==> src/rtl/regfile_pkg.sv <==
// regfile_pkg: shared defaults and helpers for the regfile_sb register file.
//   DATA_W_DEF / NREGS_DEF : default data width and register count.
//   byte_merge(old, new, be): per-byte merge; lane k takes new when be[k]=1.
//     It works on a fixed maximum width. Callers zero-extend their operands
//     and truncate the result, so DATA_W must not exceed MERGE_W.
// Optional feature macro used by the block: REGFILE_BYPASS_EN.
package regfile_pkg;

  localparam int DATA_W_DEF = 32;
  localparam int NREGS_DEF  = 32;

  localparam int MERGE_W    = 512;
  localparam int MERGE_BE_W = MERGE_W / 8;

  function automatic logic [MERGE_W-1:0] byte_merge(
    input logic [MERGE_W-1:0]    old_val,
    input logic [MERGE_W-1:0]    new_val,
    input logic [MERGE_BE_W-1:0] be
  );
    logic [MERGE_W-1:0] res;
    res = old_val;
    for (int k = 0; k < MERGE_BE_W; k++) begin
      if (be[k]) res[k*8 +: 8] = new_val[k*8 +: 8];
    end
    return res;
  endfunction

endpackage

==> src/rtl/regfile_scoreboard.sv <==
// regfile_scoreboard: per-register pending bits for regfile_sb.
// Ports:
//   clk, rst            : clock, async active-high reset
//   wr_en, wr_addr      : write-back port (a write clears the pending bit)
//   rsv_en, rsv_addr    : reservation request (sets the pending bit)
//   rd_addr_a/b         : read addresses for the busy lookups
//   busy_a/b            : read register has a pending write
//   rsv_stall           : reservation refused this cycle
//   pend_cnt            : registered popcount of the pending bits
// Macro REGFILE_BYPASS_EN: a read port whose address is being written this
// cycle reports busy=0, even if the same cycle re-reserves that register.
module regfile_scoreboard #(
  parameter  int NREGS  = 32,
  localparam int ADDR_W = $clog2(NREGS),
  localparam int CNT_W  = $clog2(NREGS + 1)
) (
  input  logic              clk,
  input  logic              rst,
  input  logic              wr_en,
  input  logic [ADDR_W-1:0] wr_addr,
  input  logic              rsv_en,
  input  logic [ADDR_W-1:0] rsv_addr,
  input  logic [ADDR_W-1:0] rd_addr_a,
  input  logic [ADDR_W-1:0] rd_addr_b,
  output logic              busy_a,
  output logic              busy_b,
  output logic              rsv_stall,
  output logic [CNT_W-1:0]  pend_cnt
);

  logic [NREGS-1:0] pending_q, pending_d;
  logic [CNT_W-1:0] pend_cnt_q, pend_cnt_d;
  logic             wr_act;
  logic             rsv_act;

  assign wr_act = wr_en && (wr_addr != '0);

  // A write to the same register releases the old reservation in this same
  // cycle, so the new reservation is accepted rather than stalled.
  assign rsv_stall = rsv_en && (rsv_addr != '0) && pending_q[rsv_addr] &&
                     !(wr_en && (wr_addr == rsv_addr));
  assign rsv_act   = rsv_en && (rsv_addr != '0) && !rsv_stall;

  always_comb begin
    pending_d = pending_q;
    // Clear first, then set: a same-cycle reservation wins over the write.
    if (wr_act)  pending_d[wr_addr]  = 1'b0;
    if (rsv_act) pending_d[rsv_addr] = 1'b1;
    pending_d[0] = 1'b0;

    pend_cnt_d = '0;
    for (int i = 1; i < NREGS; i++) begin
      pend_cnt_d = pend_cnt_d + CNT_W'(pending_d[i]);
    end
  end

  always_ff @(posedge clk or posedge rst) begin
    if (rst) begin
      pending_q  <= '0;
      pend_cnt_q <= '0;
    end else begin
      pending_q  <= pending_d;
      pend_cnt_q <= pend_cnt_d;
    end
  end

  always_comb begin
    busy_a = (rd_addr_a != '0) && pending_q[rd_addr_a];
    busy_b = (rd_addr_b != '0) && pending_q[rd_addr_b];
`ifdef REGFILE_BYPASS_EN
    if (wr_act && (wr_addr == rd_addr_a)) busy_a = 1'b0;
    if (wr_act && (wr_addr == rd_addr_b)) busy_b = 1'b0;
`endif
  end

  assign pend_cnt = pend_cnt_q;

endmodule

==> src/rtl/regfile_sb.sv <==
// regfile_sb: register file with byte-enabled write-back and a pending-write
// scoreboard. Register 0 is hard-wired to zero.
// Ports:
//   clk, rst                     : clock, async active-high reset
//   rd_addr_a/b -> rd_data_a/b   : combinational read ports
//   busy_a/b                     : read register has a pending write
//   wr_en, wr_addr, wr_data, wr_be : write-back port (byte enables)
//   rsv_en, rsv_addr             : reserve a destination register
//   rsv_stall                    : reservation refused this cycle
//   pend_cnt                     : count of pending registers
// Macro REGFILE_BYPASS_EN: a read of the register being written this cycle
// returns the byte-merged new value instead of the stored value.
module regfile_sb
  import regfile_pkg::*;
#(
  parameter  int DATA_W = DATA_W_DEF,
  parameter  int NREGS  = NREGS_DEF,
  localparam int ADDR_W = $clog2(NREGS),
  localparam int BE_W   = DATA_W / 8,
  localparam int CNT_W  = $clog2(NREGS + 1)
) (
  input  logic              clk,
  input  logic              rst,
  input  logic [ADDR_W-1:0] rd_addr_a,
  input  logic [ADDR_W-1:0] rd_addr_b,
  output logic [DATA_W-1:0] rd_data_a,
  output logic [DATA_W-1:0] rd_data_b,
  output logic              busy_a,
  output logic              busy_b,
  input  logic              wr_en,
  input  logic [ADDR_W-1:0] wr_addr,
  input  logic [DATA_W-1:0] wr_data,
  input  logic [BE_W-1:0]   wr_be,
  input  logic              rsv_en,
  input  logic [ADDR_W-1:0] rsv_addr,
  output logic              rsv_stall,
  output logic [CNT_W-1:0]  pend_cnt
);

  logic [DATA_W-1:0] mem_q [NREGS];
  logic [DATA_W-1:0] mem_d [NREGS];
  logic              wr_act;
  logic [DATA_W-1:0] wr_merged;

  assign wr_act    = wr_en && (wr_addr != '0);
  assign wr_merged = DATA_W'(byte_merge(MERGE_W'(mem_q[wr_addr]),
                                        MERGE_W'(wr_data),
                                        MERGE_BE_W'(wr_be)));

  always_comb begin
    mem_d = mem_q;
    if (wr_act) mem_d[wr_addr] = wr_merged;
  end

  // Entry 0 is never written, so it stays at its reset value of zero.
  always_ff @(posedge clk or posedge rst) begin
    if (rst) begin
      for (int i = 0; i < NREGS; i++) mem_q[i] <= '0;
    end else begin
      for (int i = 0; i < NREGS; i++) mem_q[i] <= mem_d[i];
    end
  end

  always_comb begin
    rd_data_a = mem_q[rd_addr_a];
    rd_data_b = mem_q[rd_addr_b];
`ifdef REGFILE_BYPASS_EN
    // Writes are ignored during reset, so they are not forwarded either.
    if (!rst && wr_act && (wr_addr == rd_addr_a)) rd_data_a = wr_merged;
    if (!rst && wr_act && (wr_addr == rd_addr_b)) rd_data_b = wr_merged;
`endif
  end

  regfile_scoreboard #(
    .NREGS (NREGS)
  ) u_scoreboard (
    .clk       (clk),
    .rst       (rst),
    .wr_en     (wr_en),
    .wr_addr   (wr_addr),
    .rsv_en    (rsv_en),
    .rsv_addr  (rsv_addr),
    .rd_addr_a (rd_addr_a),
    .rd_addr_b (rd_addr_b),
    .busy_a    (busy_a),
    .busy_b    (busy_b),
    .rsv_stall (rsv_stall),
    .pend_cnt  (pend_cnt)
  );

endmodule

==> config.mk <==
export PLATFORM = sky130hd
export DESIGN_NAME = regfile_sb
export DESIGN_NICKNAME = d
export VERILOG_FILES = /design/src/rtl/regfile_pkg.sv /design/src/rtl/regfile_scoreboard.sv /design/src/rtl/regfile_sb.sv
export SDC_FILE = /design/constraint.sdc
export NUM_CORES = 2
export LEC_CHECK = 0
export BUFFER_PORTS_ARGS = -buffer_cell sky130_fd_sc_hd__buf_2
export CAP_MARGIN = 30
export CORE_MARGIN = 10
export CORE_UTILIZATION = 57
export CTS_CLUSTER_SIZE = 16
export DETAILED_ROUTE_END_ITERATION = 7
export PLACE_DENSITY = 0.78
export SLEW_MARGIN = 40
export SYNTH_ARGS = -nofsm -noshare
export SYNTH_HDL_FRONTEND = slang
export SYNTH_SLANG_ARGS = --single-unit
export TNS_END_PERCENT = 1
==> constraint.sdc <==
create_clock -name clk -period 55.8 [get_ports clk]
set_input_delay 2.79 -clock clk [delete_from_list [all_inputs] [get_ports clk]]
set_output_delay 2.79 -clock clk [all_outputs]
set_load 0.005 [all_outputs]
After elaboration in Yosys (flattened, before gate mapping) --
Cells that the tools add are included.
Storage, ports and cells: flip-flop bits (word level) 1061, latch bits 0, bits in writable memories 0, ROM bits 0, memories kept 0
Cells by class: add/subtract/negate cells 30, multiply operators 0, div/mod/pow operators 0, magnitude comparators 10, eq/ne operators 1, shifts and indexed selects 0, multiplexer cells 28, bitwise operators 6, reduce and logical (&&, ||, !) cells 17
Operators with widths (number):
- $bwmux 1024 | 1
- $bmux 32 s5 | 3
- $mux 32 | 9
- $add 6x1->6 | 29
- $demux 32 s5 | 1
- $and 32x32->32 | 1
- $mux 8 | 4
- $not 32->32 | 1
- $or 32x32->32 | 1
- $lt 5x6->1 const B | 4
- $reduce_bool 5->1 | 4
- $ge 6x6->1 const B | 3
- $not 5->6 | 3
- $bmux 1 s5 | 3
- $logic_and 1x1->1 | 11
- $demux 1 s5 | 2
- $ge 5x1->1 const B | 2
- $lt 6x1->1 const B | 1
- $eq 5x5->1 | 1
- $mux 1 | 5
- $add 1x1->2 | 1
- $logic_not 1->1 | 2

Longest topological paths before layout --
depth in word-level cells 39, gate-level depth with buffers 27

By module --
Synthesis repeated with hierarchy kept, for this count alone.
Unflattened totals: cell total of the unflattened synthesis 4841, area, all modules 65490.3 sq um
By module, submodules not included:
- regfile_sb | instances 1, cells an instance 4490, area each 61961.9 sq um, sequential area each 25624.6 sq um
- regfile_scoreboard | instances 1, cells an instance 351, area each 3528.4 sq um, sequential area each 925.9 sq um

Worst setup path before layout --
No wires, ideal clock.
path kind input to register, start input port rsv_addr[1], end register u_scoreboard.pend_cnt_q[4], in the netlist u_scoreboard.pend_cnt[4], library setup time 0.080 ns, arrival time 8.909 ns, required time 55.720 ns, path slack 46.811 ns, stages 21, cells stage by stage clkbuf_1 buf_4 mux4_2 a2111o_1 o41a_1 buf_2 o21ai_1 ha_1 fa_1 fa_1 fa_1 fa_1 inv_1 fa_1 fa_1 inv_1 ha_1 fa_1 a21o_1 a21oi_1 xnor2_1
On the way: cells in the longest elaborated chain, start to end 37, elaborated cells between the ends (all ways) 48
RTL lines:
- start, declared | line regfile_sb.sv:35 | input logic [ADDR_W-1:0] rsv_addr,
- parallel branches: the longest is 6 deep, another holds $lt 5x6->1
- $mux 32 (*) | line regfile_scoreboard.sv:48 | if (rsv_act) pending_d[rsv_addr] = 1'b1;
- net u_scoreboard.pending_d[1] | line regfile_scoreboard.sv:31 | logic [NREGS-1:0] pending_q, pending_d;
- $add 1x1->2 (*) | line regfile_scoreboard.sv:53 | pend_cnt_d = pend_cnt_d + CNT_W'(pending_d[i]);
- $add 6x1->6 (*) (29 in series) | line regfile_scoreboard.sv:53
- net u_scoreboard.pend_cnt_d[4] | line regfile_scoreboard.sv:32 | logic [CNT_W-1:0] pend_cnt_q, pend_cnt_d;
- end signal, assigned | line regfile_scoreboard.sv:63 | pend_cnt_q <= pend_cnt_d;
- end, declared | line regfile_scoreboard.sv:32
Mark *: on every way through the listed nets, which the timed path passes. The select of a mux whose other input is x is not followed. A chain may end at the register's enable or synchronous reset.

Final worst setup path --
start input port wr_addr[0], end register u_scoreboard.pend_cnt_q[4], in the netlist u_scoreboard.pend_cnt[4]
On the way: cells in the longest elaborated chain, start to end 39, elaborated cells between the ends (all ways) 48
RTL lines:
- start, declared | line regfile_sb.sv:31 | input logic [ADDR_W-1:0] wr_addr,
- $lt 5x6->1 (not written as such) or $ge 5x1->1 (tied branches) | line regfile_scoreboard.sv:47 | if (wr_act) pending_d[wr_addr] = 1'b0;
- $logic_and 1x1->1 (not written as such) | line regfile_scoreboard.sv:47
- $mux 1 (not written as such) | line regfile_scoreboard.sv:47
- $demux 1 s5
- $not 32->32 (no source line)
- $and 32x32->32 (no source line)
- $mux 32 | line regfile_scoreboard.sv:47
- $or 32x32->32 (no source line)
- $mux 32 (*) | line regfile_scoreboard.sv:48
- net u_scoreboard.pending_d[2] | line regfile_scoreboard.sv:31
- $add 1x1->2 (*) | line regfile_scoreboard.sv:53
- $add 6x1->6 (*) (29 in series) | line regfile_scoreboard.sv:53
- net u_scoreboard.pend_cnt_d[4] | line regfile_scoreboard.sv:32
The timed path passes the listed nets; every way through them passes the cells marked *.

==> impl_metrics.ini <==
[sta]
fmax_mhz = 108.0
clock_skew_ns = 0.02284
hold-worst-slack_ns = 0.4197
worst_slack_ns = 46.54
setup_tns_ns = 0
relSlewSlack_pct = 31.66
post-route-period-util_pct = 16.59
maxSlewViolCount = 0
hold_viol_final = 0
setup_viol = 0
rsz0062_at_grt = no
tightest_slew_ns = 1.025
min_period_ns = 9.257

[place]
pre_cts_slack_ns = 45.96
placed_cell_area_sq_um = 67440
port_buffers = 132
gp_congestion = 0.9106
dpl.hpwl_mm = 130.3

[setup_path]
path_max_fanout = 32
timing.rr.end = u_scoreboard.pend_cnt[4]
r2r_start = u_scoreboard.pending_q[27]
slowest_stage = buf_4
crit_type = in2reg
r2r_slack_ns = 48.76
crit_path_cell_trace = buf_4 -> buf_4 -> buf_4 -> inv_1 -> nand3_1 -> o21ai_0 -> o21ai_0 -> ha_1 -> fa_1 -> fa_1 -> fa_1 -> fa_1 -> inv_1 -> fa_1 -> fa_1 -> inv_1 -> ha_1 -> fa_1 -> a21o_1 -> a21oi_1 -> xnor2_1
critPathMaxStageDelay_ns = 0.65
start_kind = input pin
end_kind = flip-flop
required_ns = 56.46
rr_worst_depth = 18
crit_top_cell = fa_1
arrival_ns = 9.92

[finish]
synthToLayoutAreaGrowth_pct = 9.796
drive_gt1_share_pct = 43.17
nets = 4741
fin_util_pct = 62.99
finalInstanceArea_sq_um = 72020

[global_route]
antenna_found_initial = 12
overflow = 0
grt_start_max_net_pins = 157
grt_pass1_vias = 49810
grt_pass1_wl_mm = 341.8
grt_usage_pct = 35.44

[route]
routed.top_layer = met5
wl_met1_mm = 78.81
routed_wl_mm = 234.3
viasPerCell = 7.793
wire_per_inst_um = 37.35
drc = 0
routed-wl-met2_mm = 99.91
vias = 48900
drt_pass1_iterations = 8
ant_nets = 0
dr_wl_met3_mm = 34.68
drt_iter0_drc = 7149

[clock_network]
cts_made_buffers = 116
htreeDepth = 3
cts.sinks = 1061
root_buffer = clkbuf_16
cts_max_path_buffers = 3
cts.hold.buffers_added = 0
postCtsSetupBuffers = 0
cts_resized = 0
cts_tree = done
clk_pin_slew_ns = 0.06
clk_latency_ns = 0.74

[worst_hold_path]
hold_start = mem_q[1007]
holdPathEnd = mem_q[1007]
holdCritPathClass = reg2reg
hold_depth = 0

[floorplan]
core_sq_um = 114300
die_w_um = 359.2
dieArea_sq_um = 129100
initial_core_util_pct = 57.37
die_h_um = 359.2
ios = 133
row_count = 124

[synthesis]
ys_warn_count = 0
yosysMostFrequentCell = dfrtp_1
ys_seq_elements = 1061
syn-cell-area_sq_um = 65600
syn_avg_cell_area_sq_um = 13.67
synthCells = 4798
synth_top_area_share_pct = 40.48
yosys-top-cells-area = dfrtp_1 (40%), mux4_2 (20%), mux2_2 (15%), mux2i_1 (8.2%), o22ai_1 (2.7%)
synth_edf_count = 0
ys.flop_type = dfrtp_1
yosysSeqAreaShare_pct = 40.48
yosys-top-cells-count = dfrtp_1 (1061), mux2_2 (894), mux4_2 (586), mux2i_1 (539), o22ai_1 (278)
synthArstFlopShare_pct = 100.0
yosysTopAreaCell = dfrtp_1
syn_nets = 4890
yosysUniqueCellTypes = 74

[flow_run]
cap_violations = 0

[power_and_ir_drop]
peakVddDrop_mv = 0.08544
powerDensity_nw_per_um2 = 37.82
cellLeakagePower_nw = 31.54

[run_status]
outcome = completed
[critical path, delay by kind of cell]
kind | cells | cell delay, ns
AOI/OAI and AO/OA | 4 | 0.64
xor gates and xnor gates | 1 | 0.14
adders and majority gates | 9 | 3.93
buffers and inverters | 6 | 1.87
and+or+nand+nor | 1 | 0.52
[power breakdown]
part           internal [mW]  leakage [nW]  switching [mW]  total [mW]
Combinational          0.421          15.4           0.380       0.801
Sequential             0.921          14.0           0.148        1.07
Clock                  0.517          2.10           0.337       0.854
Total                   1.86          31.5           0.865        2.72
[cells by family after synthesis]
group / count (synthesis) / share of synthesized area (%)
simple gates: 409 / 3.180
buf+inv: 579 / 4.151
compound gates: 690 / 7.523
xor+xnor: 8 / 0.1068
mux: 2019 / 43.69
flops: 1061 / 40.48
fa+ha+maj: 32 / 0.8736
[worst max-delay path by stage]
| stage | start | to | cells after the start |
|---|---|---|---|
| floorplan | rst | mem_q[0] | 1 |
| global placement | wr_addr[1] | u_scoreboard.pend_cnt[4] | 20 |
| detailed placement | wr_addr[1] | u_scoreboard.pend_cnt[4] | 20 |
| CTS | rd_addr_a[1] | rd_data_a[11] | 10 |
| global route | wr_addr[0] | u_scoreboard.pend_cnt[4] | 21 |
| finish | wr_addr[0] | u_scoreboard.pend_cnt[4] | 21 |
[routing by layer]
layer | global-route usage [%] | vias to the layer above
met4 | 25.12 | 16
li1 | - | 18660
met3 | 14.33 | 1267
met5 | 0.8289 | -
met2 | 50.76 | 4030
met1 | 43.21 | 24930
[per-stage QoR]
stage	power, mW	cells
floorplan	1.647	4798
global placement	1.825	6023
detailed placement	1.860	6028
CTS	2.711	6248
global route	2.852	6263
finish	2.724	6274
[state kept, by name, indices dropped and copies added, names as in the netlist]
name	cells
u_scoreboard.pending_q	31
mem_q	1024
u_scoreboard.pend_cnt	6
[cells in the final DEF, fill, tap and decap left out, drive strengths merged, types with 11 or more instances in the layout]
| cell type | count |
|---|---|
| a211o | 64 |
| diode | 11 |
| nand2 | 157 |
| a22oi | 61 |
| a32o | 33 |
| inv | 50 |
| fa | 23 |
| bufinv | 21 |
| dfrtp | 1061 |
| a211oi | 12 |
| o22ai | 278 |
| mux2 | 894 |
| and3 | 18 |
| nand3 | 28 |
| mux2i | 539 |
| nor2b | 36 |
| clkinv | 32 |
| nor3 | 15 |
| nor2 | 69 |
| nor4 | 33 |
| a41oi | 22 |
| mux4 | 586 |
| and2 | 11 |
| o21ai | 25 |
| o31ai | 65 |
| a21oi | 73 |
| clkbuf | 160 |
| buf | 265 |
[layout make-up]
type	count	area, sq um
Clock buffer	158	3353
Fill cell	8291	42320
Multi-Input combinational cell	3158	37000
Inverter	45	181.4
Timing Repair Buffer	267	2140
Sequential cell	1061	26550
Tap cell	1512	1892
Antenna cell	11	27.53
Clock inverter	62	882.1
Power figures use the tool's default switching activity.
